File: config.mk
export PLATFORM = sky130hd
export DESIGN_NAME = phase_scan_ctrl
export DESIGN_NICKNAME = d
export VERILOG_FILES = /design/src/rtl/phase_scan_pkg.sv /design/src/rtl/scan_dwell_timer.sv /design/src/rtl/phase_scan_ctrl.sv
export SDC_FILE = /design/constraint.sdc
export NUM_CORES = 1
export LEC_CHECK = 0
export ABC_AREA = 1
export CORE_AREA = 2 2 90 92
export DETAILED_ROUTE_END_ITERATION = 6
export DIE_AREA = 0 0 92 94
export PLACE_DENSITY_LB_ADDON = 0.25
export SLEW_MARGIN = 20
export SYNTH_ARGS = -nofsm -noshare
export SYNTH_HDL_FRONTEND = slang
export SYNTH_SLANG_ARGS = --single-unit
File: constraint.sdc
create_clock -name CLK_IN -period 3.6 [get_ports CLK_IN]
set_clock_uncertainty 0.05 [all_clocks]
set_input_delay 0.36 -clock CLK_IN [delete_from_list [all_inputs] [get_ports CLK_IN]]
set_output_delay 0.36 -clock CLK_IN [all_outputs]
set_load 0.1 [all_outputs]
File: src/rtl/phase_scan_pkg.sv
// Shared definitions for the phase scan sequencer.
// Contents: FSM state enum, step width, default parameter values and a
// helper that turns a zero step increment into one.
package phase_scan_pkg;

   localparam int unsigned STEP_W      = 6;
   localparam int unsigned RST_LEN_DEF = 4;
   localparam int unsigned DWELL_W_DEF = 16;

   typedef enum logic [2:0] {
      IDLE,
      RST_PULSE,
      SETTLE,
      ADVANCE,
      FINISH
   } state_e;

   // A zero increment would stall the scan on one phase; step by one instead.
   function automatic logic [STEP_W-1:0] step_inc_eff(input logic [STEP_W-1:0] inc);
      return (inc == '0) ? STEP_W'(1) : inc;
   endfunction

endpackage

File: src/rtl/scan_dwell_timer.sv
// Loadable down-counter shared by the reset-pulse and settle phases.
// Ports:
//   clk_i, rst_i   clock, synchronous active-high reset
//   load_i         load load_val_i (wins over counting)
//   en_i           decrement while non-zero
//   load_val_i     cycle count of the phase being entered (>= 1)
//   tc_c_o         combinational: current cycle is the last of the phase
//   pre_tc_c_o     combinational: next cycle is the last of the phase
module scan_dwell_timer
   import phase_scan_pkg::*;
#(
   parameter int unsigned CNT_W = DWELL_W_DEF
) (
   input  logic             clk_i,
   input  logic             rst_i,
   input  logic             load_i,
   input  logic             en_i,
   input  logic [CNT_W-1:0] load_val_i,
   output logic             tc_c_o,
   output logic             pre_tc_c_o
);

   logic [CNT_W-1:0] cnt_q;
   logic [CNT_W-1:0] cnt_d;

   // Next count: load has priority, otherwise count down and stop at zero.
   always_comb begin
      cnt_d = cnt_q;
      if (load_i) begin
         cnt_d = load_val_i;
      end else if (en_i && (cnt_q != '0)) begin
         cnt_d = cnt_q - CNT_W'(1);
      end
   end

   // Count register.
   always_ff @(posedge clk_i) begin
      if (rst_i) begin
         cnt_q <= '0;
      end else begin
         cnt_q <= cnt_d;
      end
   end

   assign tc_c_o     = (cnt_q == CNT_W'(1));
   assign pre_tc_c_o = (cnt_q == CNT_W'(2));

endmodule

File: src/rtl/phase_scan_ctrl.sv
// Phase scan sequencer for the control-signal regenerator.
// Steps the phase offset NSTEP1 from STEP_MIN to STEP_MAX, pulsing REGEN_RST
// at every step, waiting a dwell window and then strobing STEP_VALID once.
// Build option: define PHASE_SCAN_LOOP_EN to wrap back to STEP_MIN instead
// of finishing, repeating until ABORT.
// Ports:
//   CLK_IN, RST_IN          100 MHz clock, synchronous active-high reset
//   START, ABORT            scan start request / stop scan
//   STEP_MIN/MAX/INC        scan range and increment (INC 0 acts as 1)
//   DWELL                   settle cycles per step (0 acts as 1)
//   CNV_STRETCH             stretch length, forwarded on NSTEP2
//   NSTEP1, NSTEP2          phase offset and stretch to the regenerator
//   REGEN_RST               regenerator reset, RST_LEN cycles per step
//   STEP_VALID              one-cycle strobe on the last settle cycle
//   STEP_IDX                0-based index of the current step
//   BUSY, DONE, ERR         scan running / sticky complete / sticky range error
module phase_scan_ctrl
   import phase_scan_pkg::*;
#(
   parameter int unsigned RST_LEN = RST_LEN_DEF,
   parameter int unsigned DWELL_W = DWELL_W_DEF
) (
   input  logic               CLK_IN,
   input  logic               RST_IN,
   input  logic               START,
   input  logic               ABORT,
   input  logic [STEP_W-1:0]  STEP_MIN,
   input  logic [STEP_W-1:0]  STEP_MAX,
   input  logic [STEP_W-1:0]  STEP_INC,
   input  logic [DWELL_W-1:0] DWELL,
   input  logic [STEP_W-1:0]  CNV_STRETCH,
   output logic [STEP_W-1:0]  NSTEP1,
   output logic [STEP_W-1:0]  NSTEP2,
   output logic               REGEN_RST,
   output logic               STEP_VALID,
   output logic [STEP_W-1:0]  STEP_IDX,
   output logic               BUSY,
   output logic               DONE,
   output logic               ERR
);

   // Timer must hold both the reset length (up to 255) and the dwell.
   localparam int unsigned CNT_W = (DWELL_W > 8) ? DWELL_W : 8;

   state_e              state_q, state_d;
   logic [STEP_W-1:0]   nstep1_q, nstep1_d;
   logic [STEP_W-1:0]   nstep2_q, nstep2_d;
   logic [STEP_W-1:0]   idx_q, idx_d;
   logic                regen_q, regen_d;
   logic                valid_q, valid_d;
   logic                busy_q, busy_d;
   logic                done_q, done_d;
   logic                err_q, err_d;
   logic [STEP_W-1:0]   max_q, max_d;
   logic [STEP_W-1:0]   inc_q, inc_d;
   logic [DWELL_W-1:0]  dwell_q, dwell_d;
`ifdef PHASE_SCAN_LOOP_EN
   logic [STEP_W-1:0]   min_q, min_d;
`endif

   logic                tmr_load_c;
   logic [CNT_W-1:0]    tmr_val_c;
   logic                tmr_en_c;
   logic                tmr_tc_c;
   logic                tmr_pre_tc_c;
   // One extra bit so an increment past 63 still compares above STEP_MAX.
   logic [STEP_W:0]     next_step_c;

   assign tmr_en_c    = (state_q == RST_PULSE) || (state_q == SETTLE);
   assign next_step_c = {1'b0, nstep1_q} + {1'b0, inc_q};

   scan_dwell_timer #(
      .CNT_W (CNT_W)
   ) u_timer (
      .clk_i      (CLK_IN),
      .rst_i      (RST_IN),
      .load_i     (tmr_load_c),
      .en_i       (tmr_en_c),
      .load_val_i (tmr_val_c),
      .tc_c_o     (tmr_tc_c),
      .pre_tc_c_o (tmr_pre_tc_c)
   );

   // Next-state and registered-output logic.
   always_comb begin
      state_d    = state_q;
      nstep1_d   = nstep1_q;
      nstep2_d   = nstep2_q;
      idx_d      = idx_q;
      regen_d    = regen_q;
      valid_d    = 1'b0;
      busy_d     = busy_q;
      done_d     = done_q;
      err_d      = err_q;
      max_d      = max_q;
      inc_d      = inc_q;
      dwell_d    = dwell_q;
`ifdef PHASE_SCAN_LOOP_EN
      min_d      = min_q;
`endif
      tmr_load_c = 1'b0;
      tmr_val_c  = '0;

      if (ABORT && (state_q != IDLE)) begin
         // Abort leaves DONE untouched and holds the phase where it is.
         state_d = IDLE;
         busy_d  = 1'b0;
         regen_d = 1'b0;
      end else begin
         unique case (state_q)
            IDLE: begin
               if (START && !ABORT) begin
                  max_d   = STEP_MAX;
                  inc_d   = step_inc_eff(STEP_INC);
                  dwell_d = (DWELL == '0) ? DWELL_W'(1) : DWELL;
`ifdef PHASE_SCAN_LOOP_EN
                  min_d   = STEP_MIN;
`endif
                  if (STEP_MIN > STEP_MAX) begin
                     err_d   = 1'b1;
                     done_d  = 1'b1;
                     busy_d  = 1'b0;
                     state_d = FINISH;
                  end else begin
                     err_d      = 1'b0;
                     done_d     = 1'b0;
                     nstep1_d   = STEP_MIN;
                     nstep2_d   = CNV_STRETCH;
                     idx_d      = '0;
                     busy_d     = 1'b1;
                     regen_d    = 1'b1;
                     tmr_load_c = 1'b1;
                     tmr_val_c  = CNT_W'(RST_LEN);
                     state_d    = RST_PULSE;
                  end
               end
            end

            RST_PULSE: begin
               if (tmr_tc_c) begin
                  regen_d    = 1'b0;
                  tmr_load_c = 1'b1;
                  tmr_val_c  = CNT_W'(dwell_q);
                  // A one-cycle dwell makes the first settle cycle the strobe cycle.
                  valid_d    = (dwell_q == DWELL_W'(1));
                  state_d    = SETTLE;
               end
            end

            SETTLE: begin
               // Register the strobe one cycle early so it lines up with the last settle cycle.
               valid_d = tmr_pre_tc_c;
               if (tmr_tc_c) begin
                  state_d = ADVANCE;
               end
            end

            ADVANCE: begin
               if (next_step_c > {1'b0, max_q}) begin
`ifdef PHASE_SCAN_LOOP_EN
                  nstep1_d   = min_q;
                  idx_d      = '0;
                  regen_d    = 1'b1;
                  tmr_load_c = 1'b1;
                  tmr_val_c  = CNT_W'(RST_LEN);
                  state_d    = RST_PULSE;
`else
                  busy_d  = 1'b0;
                  done_d  = 1'b1;
                  state_d = FINISH;
`endif
               end else begin
                  nstep1_d   = next_step_c[STEP_W-1:0];
                  idx_d      = idx_q + STEP_W'(1);
                  regen_d    = 1'b1;
                  tmr_load_c = 1'b1;
                  tmr_val_c  = CNT_W'(RST_LEN);
                  state_d    = RST_PULSE;
               end
            end

            FINISH: begin
               busy_d  = 1'b0;
               state_d = IDLE;
            end

            default: begin
               state_d = IDLE;
            end
         endcase
      end
   end

   // State and output registers.
   always_ff @(posedge CLK_IN) begin
      if (RST_IN) begin
         state_q  <= IDLE;
         nstep1_q <= '0;
         nstep2_q <= '0;
         idx_q    <= '0;
         regen_q  <= 1'b0;
         valid_q  <= 1'b0;
         busy_q   <= 1'b0;
         done_q   <= 1'b0;
         err_q    <= 1'b0;
         max_q    <= '0;
         inc_q    <= '0;
         dwell_q  <= '0;
`ifdef PHASE_SCAN_LOOP_EN
         min_q    <= '0;
`endif
      end else begin
         state_q  <= state_d;
         nstep1_q <= nstep1_d;
         nstep2_q <= nstep2_d;
         idx_q    <= idx_d;
         regen_q  <= regen_d;
         valid_q  <= valid_d;
         busy_q   <= busy_d;
         done_q   <= done_d;
         err_q    <= err_d;
         max_q    <= max_d;
         inc_q    <= inc_d;
         dwell_q  <= dwell_d;
`ifdef PHASE_SCAN_LOOP_EN
         min_q    <= min_d;
`endif
      end
   end

   assign NSTEP1     = nstep1_q;
   assign NSTEP2     = nstep2_q;
   assign STEP_IDX   = idx_q;
   assign REGEN_RST  = regen_q;
   assign STEP_VALID = valid_q;
   assign BUSY       = busy_q;
   assign DONE       = done_q;
   assign ERR        = err_q;

endmodule

==> results of run 1 <==
## cells by family after synthesis
family | share of synthesized area
DFF | 0.3436
buffers and inverters | 0.08374
AOI/OAI and AO/OA | 0.1264
and+or+nand+nor | 0.3374
adders and majority gates | 0.07239
xor gates and xnor gates | 0.03650
## state kept, by name (all words and copies together), names as in the netlist
name           flops
NSTEP2             6
DONE               1
u_timer.cnt_q     16
NSTEP1             6
max_q              6
state_q            3
BUSY               1
dwell_q           16
ERR                1
STEP_VALID         1
inc_q              6
STEP_IDX           6
REGEN_RST          1
## power groups by stage
stage | registers [mW] | logic, mW | clock network, mW
after floorplan | 1.49 | 1.54 | 0
after global placement | 1.15 | 2.33 | 0
after detailed placement | 1.16 | 2.38 | 0
after CTS | 1.15 | 2.39 | 0.658
after global routing | 1.17 | 2.69 | 0.691
final | 1.15 | 2.42 | 0.652
## critical path: cells and delay by family (launching register included)
family	cells	cell delay (ns)
buf+inv	3	0.45
fa+ha+maj	2	0.70
simple gates	10	1.01
flops	1	0.33
compound gates	3	0.48
xor+xnor	1	0.20
## per-layer routing
| metal | vias up | part of all wire | wire (um) | GRT usage |
|---|---|---|---|---|
| met5 | - | 0 | 0 | 0 |
| met3 | 19 | 0.073 | 783 | 0.04655 |
| met2 | 164 | 0.45 | 4809 | 0.4203 |
| li1 | 2042 | - | - | - |
| met4 | 0 | 0.019 | 201 | 0.09577 |
| met1 | 1886 | 0.46 | 4984 | 0.3434 |
## final cells by class
type	count	area (um^2)
repair buffers	70	690.7
flip-flops and latches	70	1401
well taps	102	127.6
multi-input cells	439	2336
clock buffers	11	141.4
clock inverters	5	58.81
inverters	63	237.7
fillers	643	2614
## layout by cell type, fill, tap and decap left out, types with 2 or more instances in the layout
| master | count |
|---|---|
| nand2_1 | 124 |
| nor2_1 | 97 |
| dfxtp_1 | 70 |
| clkdlybuf4s50_1 | 66 |
| inv_1 | 57 |
| a21oi_1 | 43 |
| nand3_1 | 35 |
| o21ai_0 | 35 |
| ha_1 | 22 |
| xor2_1 | 14 |
| nand4_1 | 11 |
| clkbuf_8 | 10 |
| nand2_2 | 7 |
| nor4_1 | 7 |
| nor2_2 | 5 |
| a22oi_1 | 5 |
| nand2_4 | 4 |
| inv_2 | 4 |
| buf_4 | 4 |
| xnor2_1 | 3 |
| nor2_4 | 3 |
| nand3_2 | 3 |
| nor3_1 | 3 |
| a211oi_1 | 3 |
| o211ai_1 | 2 |
| o21bai_1 | 2 |
| clkinv_2 | 2 |
| a21boi_0 | 2 |
| clkinvlp_4 | 2 |
## through the flow
stage / cells / hold WS, ns / setup WS (ns) / cell area, um^2 / utilization
6_report: 760 / 0.4145 / 0.2473 / 4994 / 0.6564
5_1_grt: 760 / 0.4322 / 0.03856 / 4994 / 0.6564
4_1_cts: 760 / 0.4154 / 0.3207 / 4994 / 0.6564
3_5_place_dp: 744 / 0.4054 / 0.3278 / 4793 / 0.6301
3_3_place_gp: 744 / 0.3973 / 0.4316 / 4793 / 0.6301
2_1_floorplan: 591 / 0.3971 / 0.2102 / 4079 / -
## how the worst max path moves through the flow
stage,endpoint,from,slack (ns)
2_1_floorplan,u_timer.cnt_q[5],NSTEP1[2],0.21
3_3_place_gp,NSTEP1[0],NSTEP1[0],0.43
3_5_place_dp,NSTEP1[0],NSTEP1[2],0.33
4_1_cts,NSTEP1[5],NSTEP1[2],0.32
5_1_grt,NSTEP1[5],NSTEP1[2],0.04
6_report,NSTEP1[5],NSTEP1[2],0.25
==> flow_summary.json, run 1 <==
{
  "internal-power_mw": 2.093,
  "crit_top_cell": "nand2_1",
  "yosysTopAreaCell": "dfxtp_1",
  "drive_above_1_share": 0.07751,
  "holdPathEnd": "NSTEP2[5]",
  "syn_to_final_growth_pct": 22.42,
  "drt_iter0_markers": 384,
  "synthTopCellsByCount": "124 x nand2_1, 97 x nor2_1, 70 x dfxtp_1, 57 x inv_1, 43 x a21oi_1",
  "crit_chain": "ha_1, a21oi_1, o211ai_1, xnor2_1, inv_1, ha_1, nand2_1, nor2_1, nand2_1, nand2_1, nand2_1, nand2_1, nand2_1, nand2_1, inv_1, nand2_2, clkinv_1, nand2_1, a21oi_1",
  "cp.required_ns": 3.78,
  "ys.flop_type": "dfxtp_1",
  "end_kind": "flip-flop",
  "reg2reg_to": "NSTEP1[5]",
  "firstDrtPassIters": 5,
  "final_hold_viol_count": 0,
  "cts_buffers": 9,
  "post-route-min-period_ns": 3.353,
  "initial_core_util": 0.5362,
  "cp_slowest_cell": "ha_1",
  "pwr-share-seq": 0.273,
  "syn_inst": 591,
  "path_class": "reg -> reg",
  "die_width_um": 92,
  "cts-root-buf": "clkbuf_8",
  "avgSynthCellArea_um2": 6.902,
  "drc": 0,
  "antenna_cells": 0,
  "io_buffer_count": 66,
  "p_sw_frac": 0.5049,
  "routed_wl_um": 10780,
  "slew_headroom": 0.3271,
  "combinationalPowerShare": 0.573,
  "reg2reg_slack_ns": 0.25,
  "hold_depth": 2,
  "hold_buffers": 0,
  "synth_seq_area_share": 0.3436,
  "postCtsSetupRepairBufs": 0,
  "clockBufferDepth": 2,
  "netlist.area_leader.share": 0.3436,
  "max_stage_delay_ns": 0.39,
  "clk_pin_slew_ns": 0.08,
  "arrival_ns": 3.53,
  "synth_area_um2": 4079,
  "overflow": 0,
  "grt_max_degree": 40,
  "die_h_um": 94,
  "grt_pass1_wl_um": 17860,
  "clk_latency_ns": 0.35,
  "r2r_cells": 19,
  "synthTopCellsByArea": "dfxtp_1 34%, nand2_1 11%, nor2_1 8.9%, ha_1 6.7%, a21oi_1 5.3%",
  "rows": 32,
  "period_share": 0.9313,
  "rsz0062_at_grt": "false",
  "wire_per_inst_um": 14.18,
  "peakVddDrop_mv": 0.5683,
  "grt_pass1_vias": 3993,
  "rr_startpoint": "NSTEP1[2]",
  "viasPerCell": 5.409,
  "via_count": 4111,
  "grtUsageTotal": 0.2581,
  "dieArea_um2": 8648,
  "tritoncts": "built",
  "path_max_fanout": 14,
  "cts.sinks": 70,
  "finalNetCount": 720,
  "drv_cap": 0,
  "synth_nets": 658,
  "hp-class": "reg -> reg",
  "antenna_found_initial": 0,
  "fmax_mhz": 298.3,
  "synth.distinct_cells": 41,
  "finalSetupViolations": 0,
  "p_leak_nw": 2.287,
  "finalPower_mw": 4.228,
  "synth_warnings": 0,
  "status": "finished clean",
  "io_pins": 67,
  "post_cts_resized": 0,
  "synthArstFlopShare": 0,
  "crit_path_start_kind": "flip-flop",
  "ys_ff_latch": 70,
  "finalSetupTns_ns": 0,
  "clockPowerShare": 0.154,
  "core-area_um2": 7607,
  "synth_edf_count": 0,
  "power.switching_mw": 2.135,
  "dpl.hpwl_um": 7949,
  "synth_most_common_cell": "nand2_1",
  "htreeDepth": 3,
  "hold_start": "NSTEP2[5]",
  "worstMarginPinSlew_ns": 1.006,
  "p_per_area_nw_per_um2": 846.6,
  "final-max-slew-violation-count": 0,
  "antenna_left": 0,
  "routabilityCongestion": 0.8888
}
Note: power is estimated with default switching activity, not from simulation.
==> inputs of run 2 (changes only) <==
==> constraint.sdc (replaced) <==
create_clock -name CLK_IN -period 3.6 [get_ports CLK_IN]
set_clock_uncertainty 0.05 [all_clocks]
set_input_delay 0.36 -clock CLK_IN [delete_from_list [all_inputs] [get_ports CLK_IN]]
set_output_delay 0.36 -clock CLK_IN [all_outputs]
set_load 0.005 [all_outputs]
==> results of run 2 <==
Same layout as run 1 (identical final DEF). Status: finished clean.
Main changes from that run: total power 4.228 mW -> 3.855 mW; worst IR drop on VDD 0.5683 mV -> 0.3593 mV
==> inputs of run 3 (changes only) <==
--- a/config.mk
+++ b/config.mk
@@ -9,7 +9,7 @@
 export CORE_AREA = 2 2 90 92
 export DETAILED_ROUTE_END_ITERATION = 6
 export DIE_AREA = 0 0 92 94
-export PLACE_DENSITY_LB_ADDON = 0.25
+export PLACE_DENSITY = 0.88
 export SLEW_MARGIN = 20
 export SYNTH_ARGS = -nofsm -noshare
 export SYNTH_HDL_FRONTEND = slang
==> flow_summary.json, run 3 (synthesis results as in run 1) <==
{
  "viasPerCell": 5.420,
  "clk_latency_ns": 0.34,
  "die_width_um": 92,
  "antenna_cells": 0,
  "p_per_area_nw_per_um2": 786.0,
  "nFillCells": 654,
  "clockPowerShare": 0.185,
  "arrival_ns": 3.41,
  "routabilityCongestion": 0.9316,
  "fin_area_um2": 5016,
  "top_regs": "dwell_q: 16 flops, u_timer.cnt_q: 16 flops",
  "cts.sinks": 70,
  "final_common_cell": "nand2_1",
  "multi_input_area_um2": 2336,
  "dieArea_um2": 8648,
  "fin_cells": 759,
  "final-max-slew-violation-count": 0,
  "crit_chain": "ha_1, fa_1, a31oi_1, xnor2_1, ha_1, nand2_1, nor2_1, nand2_1, nand2_1, nand2_1, nand2_1, nand2_1, nand2_1, inv_1, nand2_2, clkinv_1, nand2_1, a21oi_1",
  "combinationalPowerShare": 0.523,
  "grt_pass1_wl_um": 18810,
  "routed_wl_um": 10940,
  "placed_cells": 743,
  "period_share": 0.9011,
  "internal-power_mw": 2.165,
  "core-area_um2": 7607,
  "end_kind": "flip-flop",
  "crit_family": "adder cells",
  "initial_core_util": 0.5362,
  "hold_buffers": 0,
  "cp_slowest_cell": "fa_1",
  "place_ws_ns": 0.4327,
  "finalSetupTns_ns": 0,
  "register_area_um2": 1401,
  "clk_pin_slew_ns": 0.08,
  "htreeDepth": 3,
  "syn_to_final_growth_pct": 22.98,
  "path_max_fanout": 14,
  "drive_above_1_share": 0.07763,
  "cp.required_ns": 3.77,
  "cp_num_buf_inv": 2,
  "crit_path_start_kind": "flip-flop",
  "setup_slack_ns": 0.3562,
  "cts_buffers": 9,
  "finalSetupViolations": 0,
  "p_leak_nw": 2.296,
  "placed_area_um2": 4786,
  "rows": 32,
  "post-route-min-period_ns": 3.244,
  "post_cts_resized": 0,
  "cts-root-buf": "clkbuf_8",
  "io_pins": 67,
  "max_stage_delay_ns": 0.46,
  "antenna_found_initial": 0,
  "grt_pass1_vias": 4049,
  "drc": 0,
  "r2r_cells": 18,
  "grt_max_degree": 40,
  "overflow": 0,
  "firstDrtPassIters": 7,
  "die_h_um": 94,
  "drv_cap": 0,
  "antenna_left": 0,
  "status": "finished clean",
  "final_hold_viol_count": 0,
  "clockBufferDepth": 2,
  "tritoncts": "built",
  "dpl.hpwl_um": 8138,
  "io_buffer_count": 66,
  "via_count": 4114,
  "p_sw_frac": 0.4508,
  "rsz0062_at_grt": "false",
  "pwr-share-seq": 0.292,
  "postCtsSetupRepairBufs": 0,
  "fmax_mhz": 308.3,
  "hold_depth": 2,
  "drt_iter0_markers": 448,
  "peakVddDrop_mv": 0.4027,
  "power.switching_mw": 1.777,
  "wire_per_inst_um": 14.42,
  "worstMarginPinSlew_ns": 0.6932,
  "crit_top_cell": "nand2_1",
  "most-common-layout-cells": "124 x nand2_1, 97 x nor2_1, 70 x dfxtp_1",
  "hp-class": "reg -> reg",
  "grtUsageTotal": 0.2720,
  "slew_headroom": 0.5362,
  "cp.depth": 18,
  "path_class": "reg -> reg",
  "finalNetCount": 719
}
==> run 3: changes by cell type in the layout (fill, tap and decap cells not counted) <==
| cell | change |
|---|---|
| buf_4 | -1 |
| bufinv_16 | +1 |
| clkbuf_1 | -1 |
| clkinv_2 | -1 |
| inv_6 | +1 |
==> run 3: layer usage <==
metal / routed length [um] / global-route usage
met3: 745 / 0.04334
met5: 0 / 0
met1: 4853 / 0.3665
met4: 130 / 0.07836
met2: 5213 / 0.4522
==> run 3: worst paths after layout <==
kind             start         to  slack (ns)
min reg2reg  NSTEP2[2]  NSTEP2[2]        0.42
min          NSTEP2[2]  NSTEP2[2]        0.42
max          NSTEP1[0]  NSTEP1[5]        0.36
max reg2reg  NSTEP1[0]  NSTEP1[5]        0.36
==> run 3: stage by stage <==
step                      total power [mW]    util  hold slack, ns
final                                3.943  0.6594          0.4215
after global routing                 4.298  0.6594          0.4442
after CTS                            3.919  0.6594          0.4229
after detailed placement             3.172  0.6291          0.4085
after global placement               3.108  0.6291          0.4016
after floorplan                      2.662       -          0.3971
==> run 3: power by group through the flow <==
stage | Sequential [mW] | Combinational [mW] | Clock [mW]
finish | 1.15 | 2.06 | 0.730
global route | 1.17 | 2.35 | 0.774
CTS | 1.15 | 2.03 | 0.738
detailed placement | 1.16 | 2.01 | 0
global placement | 1.15 | 1.95 | 0
floorplan | 1.12 | 1.54 | 0
==> run 3: worst reg2reg max path, stage by stage, from the launching register on <==
cell and delay [ns]:
dfxtp_1 0.34, ha_1 0.25, fa_1 0.46, a31oi_1 0.19, xnor2_1 0.13, ha_1 0.32, nand2_1 0.05, nor2_1 0.12
nand2_1 0.07, nand2_1 0.05, nand2_1 0.07, nand2_1 0.08, nand2_1 0.05, nand2_1 0.06, inv_1 0.07, nand2_2 0.22
clkinv_1 0.31, nand2_1 0.17, a21oi_1 0.08
==> run 3: area by class of cell <==
| class | instances | share of cell area |
|---|---|---|
| clock inverters | 6 | 0.01846 |
| inverters | 63 | 0.04739 |
| well taps | 102 | 0.02544 |
| multi-input cells | 439 | 0.4657 |
| repair buffers | 69 | 0.1362 |
| clock buffers | 10 | 0.02744 |
| flip-flops and latches | 70 | 0.2794 |
